[src/rtl/alu_register_sequencer.sv]
// Instruction sequencer: queues {opcode, operand} pairs and steps a clocked
// ALU/register datapath through ALU, WRITE and READ transactions.
module alu_register_sequencer #(
    parameter int DATA_WIDTH  = 16,
    parameter int QUEUE_DEPTH = 4
) (
    input  logic                  clk,
    input  logic                  reset,
    input  logic                  in_valid,
    output logic                  in_ready,
    input  logic [DATA_WIDTH-1:0] in_opcode,
    input  logic [DATA_WIDTH-1:0] in_operand,
    output logic [DATA_WIDTH-1:0] dp_opcode,
    output logic [DATA_WIDTH-1:0] dp_operand,
    output logic [DATA_WIDTH-1:0] dp_write_data,
    output logic                  dp_write_enable,
    output logic                  dp_read_enable,
    input  logic [DATA_WIDTH-1:0] dp_read_data,
    input  logic [3:0]            dp_alu_flags,
    output logic                  rd_valid,
    input  logic                  rd_ready,
    output logic [DATA_WIDTH-1:0] rd_data,
    output logic [3:0]            last_flags,
    output logic                  busy,
    output logic [15:0]           issued_count
);

    localparam int PTR_W = (QUEUE_DEPTH > 1) ? $clog2(QUEUE_DEPTH) : 1;
    localparam int CNT_W = PTR_W + 1;
    localparam logic [CNT_W-1:0] FULL_CNT = CNT_W'(QUEUE_DEPTH);
    localparam logic [PTR_W-1:0] LAST_PTR = PTR_W'(QUEUE_DEPTH - 1);

    typedef enum logic [2:0] {
        IDLE,
        ALU_EXEC,
        ALU_WB,
        WRITE,
        READ,
        RESP
    } state_e;

    typedef enum logic [1:0] {
        CLS_NOP,
        CLS_ALU,
        CLS_WRITE,
        CLS_READ
    } class_e;

    function automatic class_e decode_class(input logic [3:0] op_class);
        case (op_class)
            4'b0001: return CLS_ALU;
            4'b0010: return CLS_WRITE;
            4'b0011: return CLS_READ;
            default: return CLS_NOP;
        endcase
    endfunction

    function automatic logic [PTR_W-1:0] next_ptr(input logic [PTR_W-1:0] ptr);
        return (ptr == LAST_PTR) ? '0 : ptr + PTR_W'(1);
    endfunction

    // Queue storage and instruction register are pure data: no reset.
    logic [DATA_WIDTH-1:0] fifo_opcode_q  [QUEUE_DEPTH];
    logic [DATA_WIDTH-1:0] fifo_operand_q [QUEUE_DEPTH];
    logic [DATA_WIDTH-1:0] instr_opcode_q, instr_opcode_d;
    logic [DATA_WIDTH-1:0] instr_operand_q, instr_operand_d;
    logic [DATA_WIDTH-1:0] rd_data_q, rd_data_d;

    state_e                state_q, state_d;
    logic [PTR_W-1:0]      wr_ptr_q, wr_ptr_d;
    logic [PTR_W-1:0]      rd_ptr_q, rd_ptr_d;
    logic [CNT_W-1:0]      count_q, count_d;
    logic [3:0]            last_flags_q, last_flags_d;
    logic [15:0]           issued_count_q, issued_count_d;

    logic [DATA_WIDTH-1:0] dp_opcode_q, dp_opcode_d;
    logic [DATA_WIDTH-1:0] dp_operand_q, dp_operand_d;
    logic [DATA_WIDTH-1:0] dp_write_data_q, dp_write_data_d;
    logic                  dp_write_enable_q, dp_write_enable_d;
    logic                  dp_read_enable_q, dp_read_enable_d;
    logic                  rd_valid_q, rd_valid_d;

    logic                  full;
    logic                  push;
    logic                  pop;
    logic                  issue_done;
    class_e                head_class;

    assign full       = (count_q == FULL_CNT);
    assign in_ready   = !full;
    assign push       = in_valid && in_ready;
    assign head_class = decode_class(fifo_opcode_q[rd_ptr_q][15:12]);

    always_comb begin
        state_d         = state_q;
        instr_opcode_d  = instr_opcode_q;
        instr_operand_d = instr_operand_q;
        rd_data_d       = rd_data_q;
        last_flags_d    = last_flags_q;
        pop             = 1'b0;
        issue_done      = 1'b0;

        case (state_q)
            IDLE: begin
                if (count_q != '0) begin
                    pop             = 1'b1;
                    instr_opcode_d  = fifo_opcode_q[rd_ptr_q];
                    instr_operand_d = fifo_operand_q[rd_ptr_q];
                    case (head_class)
                        CLS_ALU:   state_d = ALU_EXEC;
                        CLS_WRITE: state_d = WRITE;
                        CLS_READ:  state_d = READ;
                        default:   issue_done = 1'b1;
                    endcase
                end
            end
            ALU_EXEC: state_d = ALU_WB;
            ALU_WB: begin
                last_flags_d = dp_alu_flags;
                issue_done   = 1'b1;
                state_d      = IDLE;
            end
            WRITE: begin
                issue_done = 1'b1;
                state_d    = IDLE;
            end
            READ: begin
                rd_data_d = dp_read_data;
                state_d   = RESP;
            end
            RESP: begin
                if (rd_ready) begin
                    issue_done = 1'b1;
                    state_d    = IDLE;
                end
            end
            default: state_d = IDLE;
        endcase
    end

    always_comb begin
        wr_ptr_d       = push ? next_ptr(wr_ptr_q) : wr_ptr_q;
        rd_ptr_d       = pop ? next_ptr(rd_ptr_q) : rd_ptr_q;
        count_d        = count_q;
        issued_count_d = issue_done ? issued_count_q + 16'd1 : issued_count_q;
        case ({push, pop})
            2'b10:   count_d = count_q + CNT_W'(1);
            2'b01:   count_d = count_q - CNT_W'(1);
            default: count_d = count_q;
        endcase
    end

    // Outputs are decoded from the next state so they appear registered.
    always_comb begin
        dp_opcode_d       = '0;
        dp_operand_d      = '0;
        dp_write_data_d   = '0;
        dp_write_enable_d = 1'b0;
        dp_read_enable_d  = 1'b0;
        rd_valid_d        = 1'b0;
        if (state_d != IDLE) begin
            dp_opcode_d  = instr_opcode_d;
            dp_operand_d = instr_operand_d;
        end
        case (state_d)
            ALU_WB: dp_write_enable_d = 1'b1;
            WRITE: begin
                dp_write_enable_d = 1'b1;
                dp_write_data_d   = instr_operand_d;
            end
            READ:    dp_read_enable_d = 1'b1;
            RESP:    rd_valid_d       = 1'b1;
            default: ;
        endcase
    end

    always_ff @(posedge clk) begin
        if (reset) begin
            state_q           <= IDLE;
            wr_ptr_q          <= '0;
            rd_ptr_q          <= '0;
            count_q           <= '0;
            last_flags_q      <= '0;
            issued_count_q    <= '0;
            dp_opcode_q       <= '0;
            dp_operand_q      <= '0;
            dp_write_data_q   <= '0;
            dp_write_enable_q <= 1'b0;
            dp_read_enable_q  <= 1'b0;
            rd_valid_q        <= 1'b0;
        end else begin
            state_q           <= state_d;
            wr_ptr_q          <= wr_ptr_d;
            rd_ptr_q          <= rd_ptr_d;
            count_q           <= count_d;
            last_flags_q      <= last_flags_d;
            issued_count_q    <= issued_count_d;
            dp_opcode_q       <= dp_opcode_d;
            dp_operand_q      <= dp_operand_d;
            dp_write_data_q   <= dp_write_data_d;
            dp_write_enable_q <= dp_write_enable_d;
            dp_read_enable_q  <= dp_read_enable_d;
            rd_valid_q        <= rd_valid_d;
        end
    end

    always_ff @(posedge clk) begin
        if (push) begin
            fifo_opcode_q[wr_ptr_q]  <= in_opcode;
            fifo_operand_q[wr_ptr_q] <= in_operand;
        end
        instr_opcode_q  <= instr_opcode_d;
        instr_operand_q <= instr_operand_d;
        rd_data_q       <= rd_data_d;
    end

    assign dp_opcode       = dp_opcode_q;
    assign dp_operand      = dp_operand_q;
    assign dp_write_data   = dp_write_data_q;
    assign dp_write_enable = dp_write_enable_q;
    assign dp_read_enable  = dp_read_enable_q;
    assign rd_valid        = rd_valid_q;
    assign rd_data         = rd_data_q;
    assign last_flags      = last_flags_q;
    assign issued_count    = issued_count_q;
    assign busy            = (state_q != IDLE) || (count_q != '0);

    a_strobe_excl: assert property (@(posedge clk) disable iff (reset)
        !(dp_write_enable && dp_read_enable));
    a_count_bound: assert property (@(posedge clk) disable iff (reset)
        count_q <= FULL_CNT);

endmodule

[config.mk]
export PLATFORM = sky130hd
export DESIGN_NAME = alu_register_sequencer
export DESIGN_NICKNAME = d
export VERILOG_FILES = /design/src/rtl/alu_register_sequencer.sv
export SDC_FILE = /design/constraint.sdc
export NUM_CORES = 1
export LEC_CHECK = 0
export CORE_UTILIZATION = 40
export CTS_CLUSTER_DIAMETER = 120
export DETAILED_ROUTE_END_ITERATION = 7
export HOLD_SLACK_MARGIN = 0.06
export PLACE_DENSITY = 0.67
export SETUP_SLACK_MARGIN = 0.2
export SYNTH_ARGS = -nofsm -noshare
export SYNTH_HDL_FRONTEND = slang
export SYNTH_SLANG_ARGS = --single-unit
[constraint.sdc]
create_clock -name clk -period 4.2 [get_ports clk]
set_clock_uncertainty 0.15 [all_clocks]
set_input_delay 0.63 -clock clk [delete_from_list [all_inputs] [get_ports clk]]
set_output_delay 0.63 -clock clk [all_outputs]
set_load 0.02 [all_outputs]
Yosys cells after proc, flatten, opt, wreduce, memory -nomap -nowiden
Memories as Yosys holds them, arrays and structs flattened. A register that Yosys moved wholly into a read port is not among the register bits.
Cells that the tools add are included.

storage, ports and cells
  register bits = 129
  memory bits (writable) = 128
  bits of input ports = 56
  output and inout port bits = 89
  word-level logic and storage cells = 84
  memories = 2

cells by class
  add/sub/neg operators = 5
  equal/unequal tests = 20
  mux-type cells = 27
  bitwise gates (word level) = 2
  reductions and logical operators = 13

memory list
  name            depth  bits a word  rd ports  clocked after Yosys merged registers in  wr ports  line  source
  fifo_opcode_q   4      16           1         1                                        1         63    logic [DATA_WIDTH-1:0] fifo_opcode_q [QUEUE_DEPTH];
  fifo_operand_q  4      16           1         1                                        1         64    logic [DATA_WIDTH-1:0] fifo_operand_q [QUEUE_DEPTH];

operators with widths
  kind                   count
  $mux 16                4
  $add 16x1->16 const B  1
  $eq 3x3->1 const B     5
  $eq 3x2->1 const B     4
  $mux 2                 6
  $pmux 3 s4             1
  $eq 2x2->1 const B     5
  $mux 1                 10
  $pmux 3 s3             1
  $reduce_bool 3->1      3
  $eq 4x2->1 const B     2
  $reduce_or 2->1        4
  $mux 3                 2
  $pmux 2 s3             1
  $pmux 3 s2             1
  $add 2x1->2 const B    2
  $eq 2x1->1 const B     2
  $eq 4x1->1 const B     1
  $add 3x1->3 const B    1
  $eq 3x1->1 const B     1
  $logic_not 3->1        1
  $pmux 1 s3             1
  $reduce_or 3->1        1
  $sub 3x1->3 const B    1
  5 further kinds        6

Logic depth before layout (Yosys ltp)
  word-level depth = 9
  mapped depth = 11
  gate-level depth less buffers = 9

Worst setup path before layout
OpenSTA, ideal clock, no wires.

  path kind = reg2reg
  start = reg with a tool-made name
  end = reg issued_count_q[11] (netlist: issued_count[11])
  library setup time = 0.070 ns
  data arrival time = 2.676 ns
  required time = 3.980 ns
  path slack = 1.303 ns
  stages on the path, launching flop included = 11
  buffers on the path = 3
  period minus slack after synthesis = 2.897 ns
  cell sequence = dfxtp_1 clkbuf_1 buf_2 mux4_2 nand2_1 ha_1 nor3b_2 a211oi_4 buf_6 or4_1 a21oi_1

RTL lines
  element               line  source
  to (signal assigned)  197   issued_count_q <= issued_count_d;
  to (decl)             74    logic [15:0] issued_count_q, issued_count_d;

==> key figures <==
Global route
  • First-pass GRT wire length: ~29 mm
  • Vias in the first global route: around 5,500
  • GRT met2 Usage: 26.7%
  • Largest net degree at the start of global routing: 37
  • Routing usage on met3: 4.39%
  • Overall Global Routing Usage: 15.5%
  • Congestion Overflow GR: 0
  • Busiest layer in global routing: met2
  • Met1 Resource Use GR: 18.6%
  • Initial antenna violation count: 3

Yosys
  • Most frequent cell after synthesis: edfxtp_1
  • Mapped Cells: 591
  • Number of synthesized flops with an enable pin: approximately 140
  • Seq/Total Area, Yosys: 72.2%
  • Mapped Area: 9180 sq um
  • Synth warn: 0
  • Top_reg_cell synth: edfxtp_1
  • Synth area leaders: edfxtp_1 47%, dfxtp_1 25%, mux4_2 7.9%, mux2i_1 4.0%, nor2_1 2.0%
  • Area leader, netlist: edfxtp_1
  • Post-synth top cells: 144 x edfxtp_1, 115 x dfxtp_1, 49 x nor2_1
  • Mapped Avg Cell Area: 15.5 sq um
  • FFs w/ async S/R, synth: 0%
  • Synth Register Bits: 259
  • Share of the synthesized area in the top cell type: 47.1%
  • Number of distinct library cells after synthesis: 41
  • Mapped Nets: between 600 and 700

Detailed routing
  • Via count: ~5,200
  • Vias per inst: slightly below 5
  • 1st-pass router iterations: 5
  • Antenna viol nets, final: 0
  • Number of remaining DRC errors: 0
  • Starting DRC count in detailed routing: 222
  • Drt wl/cell: between 15 and 20 microns
  • Wirelength, routed: approximately 18 mm

Setup path
  • Crit end category: flop
  • CP required: 4.51 ns
  • Endpoint arrival time on the critical path: 3.71 ns
  • Kind of critical path: flop to flop
  • Crit Path Max Fanout: 24
  • CP startpoint kind: flop

Clock network
  • # clock sinks: 259
  • Post-CTS setup buffer count: 0
  • Clk slew on worst S/H paths: 0.06 ns
  • Clk Latency, worst-skew pair: 0.53 ns
  • CTS tree: done
  • Clock Path Buffers: 3
  • TritonCTS buffer count: 27
  • Post_cts resized: 0
  • Maximum level of the CTS H-tree: 1
  • Hold buffer count at cts: 0
  • Root Buffer: clkbuf_16

Timing
  • Final setup vio count: 0
  • Relative slew slack: 33.4%
  • Tmin final: approximately 3.4 ns
  • Max Slew Vio Count: 0
  • RSZ-0062 raised after global routing: false
  • Final count of hold timing violations: 0
  • Setup_tns: 0 ns
  • Fin crit share: 80.9%
  • Max Clk Rate: 294 MHz
  • Slew @ Worst Pin: 0.996 ns

Final layout
  • Final nets: 811
  • Share of layout cells above drive strength 1: 12.4%
  • Area Growth Syn to Fin: 28.4%

Floorplanning
  • Die Wd: approximately 150 microns
  • I/O pins: 145
  • Die height: 153 microns
  • # rows: 55
  • Die area: 23,600 sq um
  • Core box area: 22,600 sq um
  • Initial Util: 40.7%

Power and ir drop
  • Final Power: 7.29 mW
  • VDD IR max: 0.000367 V
  • Leak: roughly 4.3 nW
  • Power Density: a little over 600 nW/um^2

Placement
  • Hpwl dp: 11.5 mm
  • PortBufs: 144
  • Routability cong.: just under 0.8

Min path
  • Hold crit path type: flop to flop

Outcome
  • Outcome: finished clean

Run
  • Max cap viols: 0
## state kept, by name (all words and copies together) (netlist names), 2 cells and up, named ones only
name,cells
fifo_opcode_q,64
wr_ptr_q,2
rd_data,16
instr_operand_q,16
dp_operand,16
last_flags,4
dp_opcode,16
rd_ptr_q,2
fifo_operand_q,64
dp_write_data,16
instr_opcode_q,16
issued_count,16
count_q,3
state_q,3
## critical path, stage by stage, from the launching register on
cell       delay [ns]
dfxtp_2          0.59
mux4_2           0.58
nor2_1           0.15
nand2_1          0.14
ha_1             0.36
o21bai_1         0.08
a2111oi_0        0.71
a21oi_4          0.13
buf_4            0.29
nor2_1           0.14
## metrics by stage
stage | util, % | cells | cell area [sq um] | setup slack [ns] | hold WS (ns)
2_1_floorplan | - | 591 | 9180 | 1.30 | 0.279
3_3_place_gp | 48.3 | 999 | 10900 | 0.837 | 0.289
3_5_place_dp | 48.3 | 999 | 10900 | 0.736 | 0.296
4_1_cts | 52.2 | 1049 | 11800 | 0.714 | 0.312
5_1_grt | 52.2 | 1049 | 11800 | 0.541 | 0.331
6_report | 52.2 | 1052 | 11800 | 0.801 | 0.308
## final timing paths
| kind | startpoint | end | slack [ns] | cells after the start |
|---|---|---|---|---|
| worst min-delay path | instr_operand_q[14] | instr_operand_q[14] | 0.31 | 2 |
| worst min register to register | instr_operand_q[14] | instr_operand_q[14] | 0.31 | 2 |
| worst max-delay path | flop | dp_operand[0] | 0.80 | 9 |
| worst max register to register | flop | dp_operand[0] | 0.80 | 9 |
## placed cells by master, fill, tap and decap left out, drive strengths merged, types with 2 or more instances in the layout
cell type      instances
o21ai                  8
and3                   7
bufinv                 2
nand2                 14
nor2b                  2
edfxtp               144
clkinv                13
nand4                  3
and2                  21
nor2                  49
inv                   46
mux2i                 37
clkinvlp               3
mux4                  32
or3                   12
buf                    5
clkbuf                30
ha                    11
and4                   2
nor3                   4
dfxtp                115
xor2                   3
a21oi                 23
diode                  3
a31oi                  2
clkdlybuf4s50        144
or4                    7
o31ai                  8
nand3                  7
## metal layers
layer / wire length, microns / part of all wire [%] / vias to the layer above
met4: 393 / 2.2 / 0
li1: - / - / 2457
met5: 0 / 0 / -
met3: 1410 / 7.8 / 36
met2: 8640 / 48 / 179
met1: 7670 / 42 / 2529
## where the power goes
part	leakage, nW	internal (mW)	switching (mW)
Sequential	2.26	3.04	0.153
Combinational	1.62	0.784	0.995
Clock	0.427	1.34	0.977
Total	4.30	5.17	2.12
## area by class of cell
class / count / area, sq um
diodes: 3 / 7.51
multi-input cells: 262 / 2270
inverters: 44 / 165
well taps: 285 / 357
clock inverters: 20 / 169
clock buffers: 30 / 707
repair buffers: 149 / 1480
fillers: 1858 / 10800
flip-flops and latches: 259 / 6630
## cells by family (layout without fill, tap and decap cells)
family / count (synthesis) / count (layout) / synth area share, %
multiplexers: 70 / 70 / 12.0
AO/OA/AOI/OAI: 44 / 44 / 2.88
other: 0 / 3 / 0
flip-flops: 259 / 259 / 72.2
adder cells (fa/ha/maj): 12 / 12 / 1.72
AND/OR/NAND/NOR: 133 / 133 / 7.67
XOR/XNOR: 3 / 3 / 0.286
buffers and inverters: 70 / 243 / 3.24
Note: power is estimated with default switching activity, not from simulation.
